[src/rtl/rst_pkg.sv]
// Shared definitions for the reset sequencer.
//   rst_state_e : sequencer FSM states
//   max()       : integer maximum, used to size the shared down-counter
package rst_pkg;

    typedef enum logic [2:0] {
        HOLD,
        STRETCH,
        RELEASE,
        RUN,
        SWRST
    } rst_state_e;

    function automatic int max(input int a, input int b);
        return (a > b) ? a : b;
    endfunction

endpackage

[src/rtl/rst_seq_sync.sv]
// Reset deassertion synchroniser.
// Asserts immediately (async clear of the whole chain); deasserts only after
// a 1 has walked through SYNC_STAGES flops on clk.
//   clk      : clock
//   rst_n    : asynchronous active-low reset input
//   rst_sync : synchronised "out of reset" level (1 = released)
module rst_sync
    import rst_pkg::*;
#(
    parameter int SYNC_STAGES = 2
) (
    input  logic clk,
    input  logic rst_n,
    output logic rst_sync
);

    if (SYNC_STAGES < 2) begin : g_param_check
        $error("rst_sync: SYNC_STAGES must be >= 2");
    end

    logic [SYNC_STAGES-1:0] chain_reg;

    always_ff @(posedge clk or negedge rst_n) begin
        if (!rst_n) begin
            chain_reg <= '0;
        end else begin
            chain_reg <= {chain_reg[SYNC_STAGES-2:0], 1'b1};
        end
    end

    assign rst_sync = chain_reg[SYNC_STAGES-1];

endmodule

[src/rtl/rst_seq.sv]
// Reset sequencer.
// After rst_n deassertion is synchronised, the outputs are held for STRETCH
// cycles, then rst_out[0..NUM_OUT-1] are released one by one, GAP cycles
// apart. A rising edge on sw_req while in RUN replays the same sequence and
// finishes with a one-cycle sw_ack.
//   clk     : clock
//   rst_n   : asynchronous active-low reset
//   sw_req  : software reset request (rising edge triggers, only in RUN)
//   sw_ack  : one-cycle pulse when a software sequence completes
//   rst_out : sequenced resets, polarity set by ACTIVE_HIGH, bit 0 first
//   ready   : all outputs released and sequencer in RUN
module rst_seq
    import rst_pkg::*;
#(
    parameter int NUM_OUT     = 4,
    parameter int SYNC_STAGES = 2,
    parameter int STRETCH     = 16,
    parameter int GAP         = 4,
    parameter int ACTIVE_HIGH = 1
) (
    input  logic               clk,
    input  logic               rst_n,
    input  logic               sw_req,
    output logic               sw_ack,
    output logic [NUM_OUT-1:0] rst_out,
    output logic               ready
);

    if (STRETCH < 1 || GAP < 1 || NUM_OUT < 1 || SYNC_STAGES < 2) begin : g_param_check
        $error("rst_seq: illegal parameter set");
    end

    localparam int CNT_W = $clog2(max(STRETCH, GAP) + 1);
    localparam int IDX_W = $clog2(NUM_OUT + 1);

    localparam logic             ASSERTED     = (ACTIVE_HIGH != 0);
    localparam logic [CNT_W-1:0] STRETCH_LOAD = CNT_W'(STRETCH - 1);
    localparam logic [CNT_W-1:0] GAP_LOAD     = CNT_W'(GAP - 1);
    localparam logic [IDX_W-1:0] LAST_IDX     = IDX_W'(NUM_OUT);

    logic             rst_sync_lvl;
    rst_state_e       state_reg;
    logic [CNT_W-1:0] cnt_reg;
    logic [IDX_W-1:0] idx_reg;
    logic             sw_req_reg;
    // Remembers that the sequence in flight was software-initiated, since
    // the SWRST state itself is left long before the ack is due.
    logic             sw_seq_reg;

    rst_sync #(
        .SYNC_STAGES(SYNC_STAGES)
    ) u_sync (
        .clk      (clk),
        .rst_n    (rst_n),
        .rst_sync (rst_sync_lvl)
    );

    // The counter is loaded with N-1 so that the action happens on the N-th
    // edge after the load, when the counter is seen at zero.
    always_ff @(posedge clk or negedge rst_n) begin
        if (!rst_n) begin
            state_reg  <= HOLD;
            cnt_reg    <= '0;
            idx_reg    <= '0;
            sw_req_reg <= 1'b0;
            sw_seq_reg <= 1'b0;
            rst_out    <= {NUM_OUT{ASSERTED}};
            ready      <= 1'b0;
            sw_ack     <= 1'b0;
        end else begin
            sw_req_reg <= sw_req;
            sw_ack     <= 1'b0;
            case (state_reg)
                HOLD: begin
                    if (rst_sync_lvl) begin
                        state_reg <= rst_pkg::STRETCH;
                        cnt_reg   <= STRETCH_LOAD;
                    end
                end
                rst_pkg::STRETCH, SWRST: begin
                    if (cnt_reg == '0) begin
                        rst_out[0] <= ~ASSERTED;
                        idx_reg    <= IDX_W'(1);
                        cnt_reg    <= GAP_LOAD;
                        state_reg  <= RELEASE;
                    end else begin
                        cnt_reg <= cnt_reg - CNT_W'(1);
                    end
                end
                RELEASE: begin
                    if (idx_reg == LAST_IDX) begin
                        state_reg  <= RUN;
                        ready      <= 1'b1;
                        sw_ack     <= sw_seq_reg;
                        sw_seq_reg <= 1'b0;
                    end else if (cnt_reg == '0) begin
                        for (int i = 0; i < NUM_OUT; i++) begin
                            if (idx_reg == IDX_W'(i)) begin
                                rst_out[i] <= ~ASSERTED;
                            end
                        end
                        idx_reg <= idx_reg + IDX_W'(1);
                        cnt_reg <= GAP_LOAD;
                    end else begin
                        cnt_reg <= cnt_reg - CNT_W'(1);
                    end
                end
                RUN: begin
                    if (sw_req && !sw_req_reg) begin
                        state_reg  <= SWRST;
                        rst_out    <= {NUM_OUT{ASSERTED}};
                        ready      <= 1'b0;
                        cnt_reg    <= STRETCH_LOAD;
                        idx_reg    <= '0;
                        sw_seq_reg <= 1'b1;
                    end
                end
                default: begin
                    state_reg <= HOLD;
                end
            endcase
        end
    end

endmodule

[config.mk]
export PLATFORM = sky130hd
export DESIGN_NAME = rst_seq
export DESIGN_NICKNAME = d
export VERILOG_FILES = /design/src/rtl/rst_pkg.sv /design/src/rtl/rst_seq_sync.sv /design/src/rtl/rst_seq.sv
export SDC_FILE = /design/constraint.sdc
export NUM_CORES = 1
export LEC_CHECK = 0
export CAP_MARGIN = 0
export CORE_MARGIN = 3
export CORE_UTILIZATION = 40
export CTS_CLUSTER_SIZE = 16
export DETAILED_ROUTE_END_ITERATION = 8
export DONT_BUFFER_PORTS = 1
export REMOVE_ABC_BUFFERS = 1
export SYNTH_ARGS = -nofsm -noshare
export SYNTH_HDL_FRONTEND = slang
export SYNTH_SLANG_ARGS = --single-unit
export TNS_END_PERCENT = 1
[constraint.sdc]
create_clock -name clk -period 2.8 [get_ports clk]
set_clock_uncertainty 0.2 [all_clocks]
set_input_delay 0.56 -clock clk [delete_from_list [all_inputs] [get_ports clk]]
set_output_delay 0.56 -clock clk [all_outputs]
set_load 0.02 [all_outputs]
## Word level (Yosys, flattened, before mapping)

Cells that the tools add are included.

- Latch bits: 0
- Logic and storage cells: 82
- Register bits: 21
- Output and inout bits: 6
- Memories: 0
- Memory bits (read-only): 0
- RAM bits: 0
- Input bits: 3

- Bitwise gates (word level): 0
- Magnitude comparators: 0
- $mul: 0
- Equality and inequality tests: 18
- Muxes and demuxes: 33
- Add/sub/neg operators: 2
- Reductions and logical operators: 17
- Div/mod/pow operators: 0
- Shifts and indexed selects: 0

Operators by type and width:

| kind | count |
|---|---|
| 3-bit two-way mux | 8 |
| 5-bit two-way mux | 4 |
| 5-bit one-hot mux with 4 select lines | 1 |
| 5-bit AND reduction | 4 |
| 2-bit inequality test, second input constant | 9 |
| 3-bit by 2-bit equality test with 1-bit output, second input constant | 4 |
| 4-bit two-way mux | 3 |
| 3-bit one-hot mux with 4 select lines | 1 |
| 1-bit two-way mux | 11 |
| 3-bit one-hot mux with 3 select lines | 1 |
| 4-bit AND reduction | 2 |
| 3-bit by 1-bit equality test with 1-bit output, second input constant | 2 |
| 3-bit equality test, second input constant | 2 |
| 3-bit logical NOT | 2 |
| 3-bit one-hot mux with 2 select lines | 1 |
| 6-bit AND reduction | 1 |
| 5-bit logical NOT | 1 |
| 5-bit by 1-bit subtractor with 5-bit output, second input constant | 1 |
| 1-bit one-hot mux with 2 select lines | 2 |
| 4-bit nonzero test | 1 |
| 3-bit by 1-bit adder with 3-bit output, second input constant | 1 |
| 1-bit one-hot mux with 3 select lines | 1 |
| 3-bit AND reduction | 1 |
| 3-bit nonzero test | 1 |
| other kinds (5) | 5 |

## Depth between registers and ports, before layout

Gate-level depths: netlist of the first run.

- Depth in word-level cells: 5
- Depth in mapped cells: 7
- Depth with buffers taken out: 6

## Cells and area by module

From an unflattened synthesis of the first run, not the netlist that was laid out.

- Cell total of the unflattened synthesis: 115
- Area, all modules: 1192.4 µm²

Modules (own cells, without submodules):

| module | area an instance (µm²) | seq. area each (µm²) | cells each | times used |
|---|---|---|---|---|
| rst_seq | 1138.6 | 480.5 | 112 | 1 |
| rst_sync | 53.8 | 50.0 | 3 | 1 |

## Least setup slack after synthesis of the first run

No wires, ideal clock.

- Path kind: flip-flop to flip-flop
- Start: reg cnt_reg[0]
- End: reg idx_reg[0]
- Library setup time: 128 ps
- Arrival time: 1645 ps
- Required time: 2472 ps
- Path slack: 827 ps
- Cell stages (with the launch flop): 8
- Period minus slack after synthesis: 1973 ps
- Buffers on the path: 1
- Path through: dfrtp_1 inv_1 ha_1 nor4b_2 buf_2 o211ai_2 a21boi_4 mux2_1

- Word-level cells in the longest chain between the ends: 3
- Elaborated cells between the ends (all ways): 4
- Those cells by class: eq/ne: 2; reduce/logical: 2

Ends and longest elaborated chain:

| what | line | text |
|---|---|---|
| start: declaration | rst_seq.sv:43 | `logic [CNT_W-1:0] cnt_reg;` |
| start signal: assignment | rst_seq.sv:87 | `cnt_reg <= cnt_reg - CNT_W'(1);` |
| start signal: assignment | rst_seq.sv:105 | `cnt_reg <= cnt_reg - CNT_W'(1);` |
| 5-bit logical NOT (*) | rst_seq.sv:81, rst_seq.sv:96 |  |
| 2-bit inequality test (no line) | - |  |
| 5-bit AND reduction (no line) (*) | - |  |
| end signal: assignment | rst_seq.sv:102 | `idx_reg <= idx_reg + IDX_W'(1);` |
| end: declaration | rst_seq.sv:44 | `logic [IDX_W-1:0] idx_reg;` |

Every way passes the cells marked *; elsewhere a longest branch is shown, timed or not.
A chain may end at the register's enable or synchronous reset.

## Worst setup path after layout of the first run

Same ends and word-level chain as after synthesis.

==> impl_metrics.csv, run 1 <==
group,metric,value,unit
timing,worst_pin_slew,0.9049,ns
grt,grt.overflow.total,0,
routing,drt_iter0_drc,15,
timing,fmax,422.9,MHz
synthesis,yosysTopAreaCell,"dfrtp_1",
power_and_ir_drop,leakagePower,0.0005203,uW
final_layout,multi_input_area,585.6,sq um
final_layout,area_growth,3.704,%
clock_network,cts.path.max_buffers,2,
synthesis,synth_top_area_share,35.98,%
routing,met3_length,68,microns
routing,wire_per_inst,15.07,microns
routing,finalWirelength,2125,microns
placed_design,port_buffers,0,
clock_network,cts-buffers-inserted,3,
setup_path,crit_slowest_cell,"nor4b_2",
run_status,status,"completed",
grt,antenna_found_initial,0,
setup_path,cp.arrival,2.38,ns
hold_path,min_path_type,"primary input to flop",
final_layout,fill_cells,273,
clock_network,worstSkewPairLatency,0.32,ns
final_layout,regArea,530.5,sq um
routing,vias,791,
power_and_ir_drop,seqPwrFrac,51.3,%
power_and_ir_drop,power.density,927.9,nW/um^2
floorplan,initial_utilization,42.51,%
clock_network,clock-root-buffer,"clkbuf_4",
final_layout,drive_gt1_share,16.36,%
setup_path,worstPathMaxFanout,6,
final_layout,largest_reg_flops,5,
setup_path,critPathKind,"flop to flop",
floorplan,die_height,60.37,microns
setup_path,startpoint_type,"flop",
timing,rsz0062_at_grt,"no",
clock_network,cts_tree,"yes",
setup_path,end_kind,"flop",
grt,grt_max_degree,22,
synthesis,synthTopCellsByArea,"dfrtp_1 (36%), dfstp_2 (8.9%), ha_1 (6.3%)",
clock_network,cts_num_sinks,21,
power_and_ir_drop,switching_share,40.28,%
routing,vias_per_cell,5.610,
timing,fin_crit_sh,84.45,%
floorplan,std_cell_rows,19,
power_and_ir_drop,p_clk_share,13.6,%
setup_path,cp_cell_sequence,"inv_1, ha_1, nor4b_2, a31oi_1, a21boi_4, mux2_1",
synthesis,syn-instance-count,109,
clock_network,post_cts_buffers,0,
clock_network,h-tree-depth,1,
grt,grt_pass1_wl,3705,microns
clock_network,cts_resized,0,
placed_design,place.gp.congestion,0.8274,
floorplan,die_area,3645,sq um
routing,drc,0,
clock_network,path_clk_slew,0.13,ns
synthesis,netlist_area,1182,sq um
timing,relSlewSlack,39.47,%
clock_network,postCtsHoldBufs,1,
power_and_ir_drop,combinationalPowerShare,35.1,%
timing,hold_viol,0,
synthesis,ys_seq_area_share,44.87,%
power_and_ir_drop,vdd_drop_max,0.5447,mV
timing,maxSlewViolCount,0,
timing,fin_setup_tns,0,ns
power_and_ir_drop,intPower,679.5,uW
synthesis,yosys_warnings,0,
run,drv_cap,0,
routing,wl_met1,982,microns
grt,track_usage,13.60,%
routing,top_layer,"met4",
final_layout,final_core_util,44.08,%
routing,wl_met2,1052,microns
floorplan,io_pins,9,
final_layout,final_common_cell,"dfrtp_1",
floorplan,core,2781,sq um
power_and_ir_drop,power_switching,458.3,uW
final_layout,final_nets,120,
grt,grt_pass1_vias,830,
timing,final-setup-viol-count,0,
synthesis,synth.avg_cell_area,10.85,sq um
final_layout,antenna_cells,0,
floorplan,die_x,60.37,microns
setup_path,cpPeakStageDelay,0.52,ns
final_layout,final_cell_mix,"dfrtp_1 (17), inv_1 (7), o21ai_0 (7), nor2_1 (6), ha_1 (6)",
routing,antenna_left,0,
setup_path,cp.required,2.81,ns
timing,min_period,2.365,ns
placed_design,hpwl,1524,microns
routing,firstDrtPassIters,4,
synthesis,synth.distinct_cells,42,
synthesis,synth_seq_cells,21,
[synthesized netlist by cell type]
cell / n
dfrtp_1: 17
inv_1: 7
o21ai_0: 7
ha_1: 6
nor2_1: 6
a21oi_1: 5
nand3_1: 5
a21o_1: 4
dfstp_2: 4
nand2_1: 4
a22o_1: 3
mux2i_1: 3
nand2b_1: 3
nor2b_1: 3
and2_1: 2
buf_2: 2
buf_6: 2
nor3_1: 2
a21boi_0: 1
a21boi_4: 1
a22oi_1: 1
a31oi_1: 1
a32oi_1: 1
a32oi_4: 1
and3b_4: 1
buf_4: 1
conb_1: 1
mux2_1: 1
mux2_4: 1
nand3b_1: 1
nor3_2: 1
nor3b_1: 1
nor3b_4: 1
nor4_1: 1
nor4b_2: 1
o211ai_2: 1
o21a_1: 1
o21bai_1: 1
o31a_1: 1
o31ai_1: 1
or2_2: 1
or2b_1: 1
[kinds of logic (layout without fill, tap and decap cells)]
kind of cell	Yosys count	in the layout	share of synthesized area [%]
AO/OA/AOI/OAI	30	30	20.00
other	1	1	0.3172
multiplexers	5	5	4.762
adder cells (fa/ha/maj)	6	6	6.349
buffers and inverters	12	13	5.609
AND/OR/NAND/NOR	34	34	18.10
flip-flops	21	21	44.87
[power by group through the flow]
stage               Clock, uW  Combinational (uW)  Sequential (uW)
finish                    155                 400              583
global route              173                 460              602
CTS                       165                 406              584
detailed placement          0                 391              591
global placement            0                 374              585
floorplan                   0                 321              562
[stage by stage]
step / worst slack, ns / area, sq um / total power (uW) / cells / hold slack (ns)
2_1_floorplan: 0.5126 / 1142 / 883.2 / 104 / 0.06441
3_3_place_gp: 0.5589 / 1189 / 958.4 / 136 / 0.06496
3_5_place_dp: 0.4835 / 1189 / 981.9 / 136 / 0.06495
4_1_cts: 0.4574 / 1226 / 1155 / 141 / 0.03998
5_1_grt: 0.3248 / 1226 / 1235 / 141 / 0.02696
6_report: 0.4353 / 1226 / 1138 / 141 / 0.05357
[area by class of cell]
type | instances | share of cell area [%]
Sequential cell | 21 | 43.27
Multi-Input combinational cell | 76 | 47.75
Timing Repair Buffer | 2 | 1.429
Clock inverter | 1 | 0.4082
Tap cell | 31 | 3.163
Clock buffer | 3 | 1.837
Inverter | 7 | 2.143
[final timing paths]
check                                     from  slack, ns                   to  depth (start not counted)
max in group asynchronous                rst_n       1.24           cnt_reg[3]                          1
setup reg to reg                    cnt_reg[0]       0.44           idx_reg[0]                          6
min in group asynchronous                rst_n       0.60           sw_seq_reg                          1
hold / removal                          sw_req       0.05           sw_req_reg                          0
hold reg to reg            u_sync.chain_reg[0]       0.16  u_sync.chain_reg[1]                          0
setup / recovery                    cnt_reg[0]       0.44           idx_reg[0]                          6
[worst max-delay path: cells and delay by family, from the launching register on]
kind | cells | cell delay, ns
AO/OA/AOI/OAI | 2 | 0.51
adder cells (fa/ha/maj) | 1 | 0.19
multiplexers | 1 | 0.35
buffers and inverters | 1 | 0.10
AND/OR/NAND/NOR | 1 | 0.52
flip-flops | 1 | 0.40
[per-layer routing]
metal  vias up  global-route usage [%]
met1       392                   16.05
met2         9                   23.15
met4         0                   5.063
met3         5                   4.255
li1        385                       -
met5         -                       0
No activity file was read; power rests on OpenSTA's default activity.
==> run 2, diff against run 1 <==
Clock period 2.8 ns to 2.4 ns, I/O delays scaled along.
==> impl_metrics.csv, run 2 (synthesis results as in run 1) <==
group,metric,value,unit
final_layout,fill_cells,255,
clock_network,cts.path.max_buffers,2,
floorplan,std_cell_rows,19,
routing,wire_per_inst,14.19,microns
timing,maxSlewViolCount,0,
floorplan,core,2781,sq um
setup_path,crit_slowest_cell,"nor4b_2",
routing,antenna_left,0,
timing,setup_ws,0.1700,ns
timing,fin_crit_sh,92.92,%
final_layout,final_cell_mix,"dfrtp_1 (17), inv_1 (7), o21ai_0 (7), nor2_1 (6), ha_1 (6)",
setup_path,worstPathMaxFanout,4,
timing,min_period,2.230,ns
setup_path,critPathKind,"flop to flop",
setup_path,cp.arrival,2.22,ns
setup_path,critical_path_buf_inv_count,1,
timing,fin_setup_tns,0,ns
routing,drc,0,
clock_network,h-tree-depth,1,
final_layout,antenna_cells,0,
clock_network,cts_num_sinks,21,
power_and_ir_drop,power.density,1046,nW/um^2
final_layout,final_nets,123,
floorplan,io_pins,9,
hold_path,min_path_type,"flop to flop",
setup_path,ff2ff_path_depth,6,
timing,fmax,448.4,MHz
clock_network,cts_resized,0,
floorplan,initial_utilization,42.51,%
routing,vias,786,
clock_network,cts_tree,"yes",
setup_path,r2r-start,"cnt_reg[0]",
floorplan,die_area,3645,sq um
final_layout,area_growth,5.714,%
power_and_ir_drop,p_clk_share,12.9,%
setup_path,path_delay_family,"compound AO/OA/AOI/OAI gates",
placed_design,port_buffers,0,
placed_design,hpwl,1489,microns
placed_design,place.gp.congestion,0.8677,
grt,grt_max_degree,22,
final_layout,final_common_cell,"dfrtp_1",
setup_path,cpPeakStageDelay,0.42,ns
power_and_ir_drop,seqPwrFrac,51.6,%
setup_path,cp_cell_sequence,"inv_1, ha_1, nor4b_2, a31oi_1, a21boi_4, mux2_1",
setup_path,cp.required,2.39,ns
timing,final-setup-viol-count,0,
run,drv_cap,0,
timing,rsz0062_at_grt,"no",
power_and_ir_drop,intPower,800.3,uW
hold_path,hold_depth,0,
timing,hold_viol,0,
hold_path,min_from,"u_sync.chain_reg[0]",
final_layout,largest_reg_flops,5,
setup_path,startpoint_type,"flop",
grt,antenna_found_initial,0,
grt,track_usage,12.90,%
timing,relSlewSlack,38.46,%
power_and_ir_drop,power_switching,506.8,uW
routing,firstDrtPassIters,4,
routing,vias_per_cell,5.458,
clock_network,path_clk_slew,0.11,ns
routing,drt_iter0_drc,26,
clock_network,clock-root-buffer,"clkbuf_4",
power_and_ir_drop,combinationalPowerShare,35.5,%
routing,finalWirelength,2043,microns
setup_path,crit_start,"cnt_reg[0]",
setup_path,end_kind,"flop",
run_status,status,"completed",
power_and_ir_drop,leakagePower,0.0005327,uW
setup_path,worst-path-stages,6,
clock_network,worstSkewPairLatency,0.30,ns
floorplan,die_x,60.37,microns
power_and_ir_drop,vdd_drop_max,0.6329,mV
clock_network,cts-buffers-inserted,3,
grt,grt_pass1_wl,3456,microns
timing,worst_pin_slew,0.9200,ns
final_layout,drive_gt1_share,16.81,%
floorplan,die_height,60.37,microns
grt,grt.overflow.total,0,
grt,grt_pass1_vias,745,
placed_design,post-place-ws,0.1945,ns
power_and_ir_drop,switching_share,38.77,%
## run 2: changes by cell type in the layout (fill, tap and decap cells not counted)
cell	change
clkinv_2	-1
buf_4	+2
clkbuf_1	+1
dlygate4sd3_1	+1
## run 2: layer usage
layer | global-route usage, % | wire [microns] | vias to the layer above
li1 | - | - | 391
met1 | 16.86 | 982 | 383
met2 | 19.44 | 978 | 8
met3 | 2.553 | 48 | 4
met4 | 8.228 | 34 | 0
met5 | 0 | 0 | -
## run 2: worst paths after layout
path,endpoint,slack (ns)
worst max register to register,idx_reg[0],0.17
max in group asynchronous,cnt_reg[0],0.89
worst min-delay path,u_sync.chain_reg[1],0.16
min in group asynchronous,sw_ack,0.55
worst max-delay path,idx_reg[0],0.17
worst min register to register,u_sync.chain_reg[1],0.16
## run 2: layout make-up
type,count,area [sq um],area share [%]
clock buffers,4,26.28,2.102
inverters,7,26.28,2.102
multi-input cells,76,585.6,46.85
flip-flops and latches,21,530.5,42.44
well taps,31,38.79,3.103
repair buffers,5,42.54,3.403
## run 2: worst reg2reg max path, delay by kind of cell (launching register included)
family          cells  cell delay (ns)
simple gates        1             0.42
buf+inv             1             0.10
compound gates      2             0.48
mux                 1             0.34
flops               1             0.39
fa+ha+maj           1             0.20
## run 2: stage by stage
step	cells	power (uW)	hold WS, ns	area, sq um	util (%)
after floorplan	104	1030	-0.01559	1142	-
after global placement	138	1123	-0.01507	1204	43.27
after detailed placement	138	1142	-0.01504	1204	43.27
after CTS	144	1331	0.1653	1250	44.94
after global routing	144	1422	0.1864	1250	44.94
final	144	1307	0.1606	1250	44.94
## run 2: timing repair
item                                   CTS  global route
setup buffers                            0             0
endpoints found under the hold margin   22             0
setup endpoints to repair                0             0
hold buffers                             2             0
## run 2: power groups by stage
stage / Combinational (uW) / Sequential [uW] / Clock (uW)
global placement: 444 / 680 / 0
global route: 527 / 699 / 196
finish: 464 / 675 / 168
detailed placement: 456 / 686 / 0
CTS: 471 / 677 / 183
floorplan: 374 / 656 / 0
